## src/rtl/time_pkg.sv

```systemverilog
// Shared time-of-day constants and BCD digit layout.
// Shared with the display/alarm driver and the alarm-set block.
package time_pkg;

  // Digit field positions within a 16-bit HH:MM word.
  localparam int HT_LSB = 12;
  localparam int HU_LSB = 8;
  localparam int MT_LSB = 4;
  localparam int MU_LSB = 0;

  localparam logic [3:0] MAX_HOUR_TENS       = 4'd2;
  localparam logic [3:0] MAX_HOUR_UNITS_AT_2 = 4'd3;
  localparam logic [3:0] MAX_MIN_TENS        = 4'd5;
  localparam logic [3:0] MAX_UNITS           = 4'd9;

  localparam logic [15:0] RESET_TIME = 16'h0000;

  // ht=[15:12] hu=[11:8] mt=[7:4] mu=[3:0]
  typedef struct packed {
    logic [3:0] ht;
    logic [3:0] hu;
    logic [3:0] mt;
    logic [3:0] mu;
  } bcd_time_t;

endpackage

```

## src/rtl/mod_counter.sv

```systemverilog
// Modulo-N counter: enable, sync clear (priority), terminal count.
// Ports: clk, rst (async high), en, clr, tc (count == N-1).
module mod_counter #(
  parameter int N = 4
) (
  input  logic clk,
  input  logic rst,
  input  logic en,
  input  logic clr,
  output logic tc
);

  localparam int W = (N > 1) ? $clog2(N) : 1;

  logic [W-1:0] count;

  assign tc = (count == W'(N - 1));

  always_ff @(posedge clk or posedge rst) begin
    if (rst) begin
      count <= '0;
    end else if (clr) begin
      count <= '0;
    end else if (en) begin
      count <= tc ? '0 : count + W'(1);
    end
  end

endmodule

```

## src/rtl/time_counter.sv

```systemverilog
// 24-hour BCD HH:MM time-of-day counter with second/minute strobes.
// Ports: clk, reset, load_time, new_time, fast_watch -> current_time,
//   one_second, one_minute, load_error (all outputs registered).
module time_counter
  import time_pkg::*;
#(
  parameter int TICKS_PER_SEC = 256,
  parameter int SECS_PER_MIN  = 60
) (
  input  logic        clk,
  input  logic        reset,
  input  logic        load_time,
  input  logic [15:0] new_time,
  input  logic        fast_watch,
  output logic [15:0] current_time,
  output logic        one_second,
  output logic        one_minute,
  output logic        load_error
);

  function automatic logic bcd_valid(input logic [15:0] v);
    bcd_time_t t;
    logic      hu_ok;
    t     = bcd_time_t'(v);
    hu_ok = (t.ht == MAX_HOUR_TENS) ? (t.hu <= MAX_HOUR_UNITS_AT_2)
                                    : (t.hu <= MAX_UNITS);
    return (t.ht <= MAX_HOUR_TENS) && hu_ok &&
           (t.mt <= MAX_MIN_TENS) && (t.mu <= MAX_UNITS);
  endfunction

  function automatic logic [15:0] bcd_inc(input logic [15:0] v);
    bcd_time_t t;
    t = bcd_time_t'(v);
    if (t.mu != MAX_UNITS) begin
      t.mu = t.mu + 4'd1;
    end else begin
      t.mu = 4'd0;
      if (t.mt != MAX_MIN_TENS) begin
        t.mt = t.mt + 4'd1;
      end else begin
        t.mt = 4'd0;
        if (t.ht == MAX_HOUR_TENS && t.hu == MAX_HOUR_UNITS_AT_2) begin
          t.ht = 4'd0;
          t.hu = 4'd0;
        end else if (t.hu == MAX_UNITS) begin
          t.hu = 4'd0;
          t.ht = t.ht + 4'd1;
        end else begin
          t.hu = t.hu + 4'd1;
        end
      end
    end
    return 16'(t);
  endfunction

  logic new_ok;
  logic load_ok;
  logic load_bad;
  logic pre_tc;
  logic sec_tc;
  logic sec_tick;
  logic min_tick;

  assign new_ok   = bcd_valid(new_time);
  assign load_ok  = load_time & new_ok;
  assign load_bad = load_time & ~new_ok;

  // A valid load swallows any tick landing in the same cycle.
  assign sec_tick = pre_tc & ~load_ok;
  assign min_tick = sec_tick & (fast_watch | sec_tc);

  mod_counter #(.N(TICKS_PER_SEC)) u_prescaler (
    .clk (clk),
    .rst (reset),
    .en  (1'b1),
    .clr (load_ok),
    .tc  (pre_tc)
  );

  mod_counter #(.N(SECS_PER_MIN)) u_seconds (
    .clk (clk),
    .rst (reset),
    .en  (pre_tc),
    .clr (load_ok),
    .tc  (sec_tc)
  );

  always_ff @(posedge clk or posedge reset) begin
    if (reset) begin
      current_time <= RESET_TIME;
      one_second   <= 1'b0;
      one_minute   <= 1'b0;
      load_error   <= 1'b0;
    end else begin
      one_second <= sec_tick;
      one_minute <= min_tick;
      load_error <= load_bad;
      if (load_ok) begin
        current_time <= new_time;
      end else if (min_tick) begin
        current_time <= bcd_inc(current_time);
      end
    end
  end

endmodule

```

## config.mk

```make
export PLATFORM = sky130hd
export DESIGN_NAME = time_counter
export DESIGN_NICKNAME = d
export VERILOG_FILES = /design/src/rtl/time_pkg.sv /design/src/rtl/mod_counter.sv /design/src/rtl/time_counter.sv
export SDC_FILE = /design/constraint.sdc
export NUM_CORES = 1
export LEC_CHECK = 0
export ABC_AREA = 1
export BUFFER_PORTS_ARGS = -buffer_cell sky130_fd_sc_hd__buf_2
export CORE_MARGIN = 2
export CORE_UTILIZATION = 55
export DETAILED_ROUTE_END_ITERATION = 16
export HOLD_SLACK_MARGIN = 0.1
export PLACE_DENSITY = 0.82
export REMOVE_ABC_BUFFERS = 1
export SLEW_MARGIN = 10
export SYNTH_ARGS = -nofsm -noshare
export SYNTH_HDL_FRONTEND = slang
export SYNTH_SLANG_ARGS = --single-unit
```

## constraint.sdc

```tcl
create_clock -name clk -period 1.7 [get_ports clk]
set_input_delay 0.34 -clock clk [delete_from_list [all_inputs] [get_ports clk]]
set_output_delay 0.34 -clock clk [all_outputs]
set_load 0.01 [all_outputs]
```

Word level (Yosys, flattened, before mapping)
Cells that the tools add are included.

storage, ports and cells
  register bits after elaboration = 33
  bits in latches = 0
  bits in writable memories = 0
  memory bits (read-only) = 0
  memories = 0

operators by class
  add/sub/neg operators = 6
  multipliers = 0
  div/mod/pow operators = 0
  $lt $le $gt $ge = 5
  eq/ne operators = 10
  shift-type cells = 0
  mux-type cells = 15
  bitwise operators = 7
  reductions and logical operators = 10

operators with widths
  kind                                                                    number
  16-bit 2-to-1 mux                                                       2
  8-bit 2-to-1 mux                                                        4
  6-bit 2-to-1 mux                                                        3
  4-bit by 1-bit adder with 4-bit output (second input constant)          4
  4-bit 2-to-1 mux                                                        4
  4-bit by 2-bit equality test with 1-bit output (second input constant)  3
  12-bit 2-to-1 mux                                                       1
  8-bit by 1-bit adder with 8-bit output (second input constant)          1
  8-bit equality test (second input constant)                             1
  4-bit by 2-bit <= comparator with 1-bit output (second input constant)  2
  4-bit <= comparator (second input constant)                             2
  6-bit by 1-bit adder with 6-bit output (second input constant)          1
  6-bit equality test (second input constant)                             1
  1-bit bitwise AND                                                       4
  4-bit equality test (second input constant)                             1
  4-bit by 3-bit <= comparator with 1-bit output (second input constant)  1
  1-bit logical AND                                                       4
  2-bit != test (second input constant)                                   2
  4-bit by 3-bit != test with 1-bit output (second input constant)        1
  4-bit != test (second input constant)                                   1
  4-bit AND reduction                                                     1
  2-bit nonzero test                                                      2
  3-bit AND reduction                                                     1
  3-bit nonzero test                                                      1
  4 further kinds                                                         5

Longest topological paths before layout
  depth in word-level cells = 11
  mapped depth = 10

Modules after synthesis
From an unflattened synthesis, not the netlist that was laid out.

unflattened totals
  cell total of the unflattened synthesis = 300
  area, all modules = 2133.3 µm²

modules (own cells, without submodules)
  module                      times used  cells each  area an instance (µm²)  seq. area each (µm²)
  time_counter                1           190         1308.8                  475.5
  mod_counter at u_prescaler  1           60          461.7                   200.2
  mod_counter at u_seconds    1           50          362.8                   150.1

Worst setup path before layout
Ideal clock, no wire load.

  path type = flip-flop to flip-flop
  from = register u_prescaler.count[0]
  to = register current_time[14]
  setup time = 117 ps
  arrival = 1371 ps
  data required time = 1583 ps
  path slack = 213 ps
  stages on the path, launching flop included = 9
  path buffers = 0
  path through = dfrtp_1 > ha_1 > nand2_2 > nor2_4 > nand2_4 > o31ai_4 > nand3_1 > nand2_1 > nand2_1

between the ends
  word-level cells in the longest chain between the ends = 5

RTL lines
  what                           line                 text
  from (decl)                    mod_counter.sv:15    logic [W-1:0] count;
  from (signal assigned)         mod_counter.sv:25    count <= tc ? '0 : count + W'(1);
  8-bit equality test            mod_counter.sv:17    assign tc = (count == W'(N - 1));
  1-bit bitwise AND              time_counter.sv:69   assign sec_tick = pre_tc & ~load_ok;
  1-bit bitwise AND              time_counter.sv:70   assign min_tick = sec_tick & (fast_watch | sec_tc);
  2-bit nonzero test (no line)   n/a
  4-bit AND reduction (no line)  n/a
  to (signal assigned)           time_counter.sv:99   current_time <= new_time;
  to (signal assigned)           time_counter.sv:101  current_time <= bcd_inc(current_time);
  to (decl)                      time_counter.sv:15   output logic [15:0] current_time,

No other way between the ends.
A chain may end at the register's enable or synchronous reset.

Worst setup path after layout
  from = register u_seconds.count[1]
  to = register current_time[12]

between the ends
  word-level cells in the longest chain between the ends = 5

RTL lines
  what                           line
  from (decl)                    mod_counter.sv:15
  from (signal assigned)         mod_counter.sv:25
  6-bit equality test            mod_counter.sv:17
  1-bit OR                       time_counter.sv:70
  1-bit bitwise AND              time_counter.sv:70
  2-bit nonzero test (no line)   n/a
  4-bit AND reduction (no line)  n/a

No other way between the ends.

==> summary.md <==
| Metric | Value |
|---|---|
| Top cell type by total area after synthesis | `dfrtp_1` |
| Yosys reg bits | `33` |
| Pwr Total | `2.241 mW` |
| Cells along the critical path | `ha_2, nand3_4, nor2_4, nor2_4, o31ai_4, nand3_1, nand2_1, nand2_1` |
| Sw Ratio | `0.3802` |
| Period minus WS final | `1.628 ns` |
| Max IR drop VDD | `613.8 uV` |
| Mean Syn Cell Area | `7.844 um^2` |
| Max_cap viols | `0` |
| Slew Limit Headroom | `0.7252` |
| Fin util | `0.7191` |
| Wire per inst | `12.46 um` |
| # nets final | `332` |
| Clk buf depth | `2` |
| Reg2reg setup slack | `0.07 ns` |
| Count leader, synth | `nand2_1` |
| Core area | `3363 um^2` |
| CP peak stage delay | `0.38 ns` |
| Clock power share | `0.195` |
| Commonest cells in the netlist | `nand2_1 (64), inv_1 (36), dfrtp_1 (33)` |
| Switching power | `0.8519 mW` |
| CTS root buf | `clkbuf_4` |
| Initial antenna violation count | `0` |
| Final setup margin | `0.07191 ns` |
| Gr usage total | `0.2349` |
| Slowest cell on crit path | `dfrtp_1` |
| CP max FO | `4` |
| Routed WL | `4399 um` |
| Clock transition at path regs | `0.11 ns` |
| Dpl hpwl | `3146 um` |
| Least-Margin Pin Slew | `0.4122 ns` |
| DRC errors left | `0` |
| Required time worst endpoint | `1.95 ns` |
| GPL Wtd Cong | `0.8436` |
| EDFF count, synth | `0` |
| Synth warn | `0` |
| Die Height | `63.59 um` |
| Gr ovfl total | `0` |
| Largest net degree at the start of global routing | `34` |
| Fmax | `0.6142 GHz` |
| Ys flop type | `dfrtp_1` |
| H-tree depth | `2` |
| First-pass GRT wire length | `7424 um` |
| DP Worst Slack | `-0.08359 ns` |
| Port Buffer Count | `38` |
| Final setup TNS | `0 ns` |
| CP Capture Type | `register` |
| Final Max Tran Viols | `0` |
| Via/cell ratio | `5.164` |
| Layout area overhead | `23.83%` |
| Number of global-route vias before repair | `1,725` |
| Crit path DAT | `1.87 ns` |
| Starting Density | `0.5807` |
| CP Class | `register to register` |
| Sequential fraction of design power | `0.486` |
| Number of unique standard cell types used by synthesis | `32` |
| Total CTS buffers | `5` |
| Power Density | `926.5 nW/um^2` |
| Sequential area share after synthesis | `0.4228` |
| Status | `finished, final reports clean` |
| Crit share post-route | `0.9577` |
| CTS tree | `done` |
| Worst Skew | `0.007951 ns` |
| Leakage | `1.319 nW` |
| # IOs | `39` |
| Layout cells sized above 1 | `0.2606` |
| Vias | `1,823` |
| Clock latency on the worst-skew pair | `0.35 ns` |
| Top-area cell type share of the netlist area | `0.4228` |
| Async SR Flop Fraction | `1.000` |
| Post-Syn Area | `1953 um^2` |
| Ant diodes | `0` |
| P_int | `1.389 mW` |
| Cell row count | `21` |
| Hold WC Path Type | `input pin to register` |
| Synth area leaders | `dfrtp_1 (42%), nand2_1 (12%), inv_1 (6.9%)` |
| CTS Sinks | `33` |
| Post-route ant nets | `0` |
| Final Hold Slack | `0.2596 ns` |
| Synth Instances | `249` |
| Die X | `63.59 um` |
| TritonRoute pass-1 iters | `4` |
| Setup Viol. Count Final | `0` |
| DRT iter0 DRCs | `78` |
| Die area | `4044 um^2` |
| Comb power frac | `0.319` |
| Final hold viol count | `0` |
| CP Launch Type | `register` |
through the flow:
stage               area, um^2  std cells
finish                    2419        353
CTS                       2321        348
detailed placement        2256        339
global placement          2256        339
floorplan                 1921        245
global route              2419        353
per-layer routing:
| layer | up-vias | global-route usage | part of all wire |
|---|---|---|---|
| li1 | 914 | - | - |
| met1 | 845 | 0.3091 | 0.46 |
| met2 | 56 | 0.3711 | 0.47 |
| met3 | 8 | 0.06250 | 0.057 |
| met4 | 0 | 0.08696 | 0.016 |
| met5 | - | 0 | 0 |
cell type report:
cell class | instances | area, um^2
fill | 272 | 944.7
clock inverter | 3 | 17.52
sequential | 33 | 825.8
tap | 46 | 57.56
clock buffer | 5 | 37.54
timing repair buffer | 54 | 345.3
inverter | 38 | 142.6
multi-input combinational | 174 | 992.2
repair_timing:
action	in CTS	in global routing
endpoints found under the hold margin	33	0
gates resized for setup	0	12
buffers inserted	0	5
hold buffers	1	0
setup endpoints to repair	0	14
kinds of logic (layout without fill, tap and decap cells):
kind of cell / Yosys count / after routing / share of synthesized area
simple gates: 120 / 120 / 0.2793
fa+ha+maj: 6 / 6 / 0.03844
buf+inv: 42 / 100 / 0.08969
xor+xnor: 11 / 11 / 0.04933
compound gates: 37 / 37 / 0.1204
flops: 33 / 33 / 0.4228
power groups by stage:
stage	clock network [mW]	registers (mW)	logic, mW
global placement	0	1.09	0.670
detailed placement	0	1.10	0.688
CTS	0.447	1.09	0.693
finish	0.436	1.09	0.716
global route	0.483	1.11	0.822
floorplan	0	1.10	0.469
path summary, 6_finish.rpt:
kind / startpoint / depth (start not counted) / to
max reg2reg: u_seconds.count[1] / 8 / current_time[12]
max in group asynchronous: reset / 4 / current_time[11]
min in group asynchronous: reset / 4 / one_second
max: u_seconds.count[1] / 8 / current_time[12]
min reg2reg: u_prescaler.count[7] / 2 / u_prescaler.count[7]
min: new_time[1] / 3 / current_time[1]
placed cells by master (no fill, tap or decap), drive strengths merged:
cell	instances
nand2	67
buf	53
inv	38
dfrtp	33
nand3	26
o21ai	26
nor2	19
xor2	9
ha	6
clkbuf	5
nand4	4
o211ai	2
a31oi	2
xnor2	2
o22ai	2
nand3b	2
nor3	2
clkinv	2
a22o	1
o31ai	1
o21bai	1
a21oi	1
a21boi	1
clkinvlp	1
dlygate4sd3	1
worst max-delay path, delay by kind of cell, from the launching register on:
family | cells | cell delay, ns
compound gates | 1 | 0.34
flops | 1 | 0.38
fa+ha+maj | 1 | 0.22
simple gates | 6 | 0.59
sequential cells by signal (all words and copies together) (netlist names):
register,flops
current_time,16
u_prescaler.count,8
u_seconds.count,6
load_error,1
one_minute,1
one_second,1
Power figures use the tool's default switching activity.
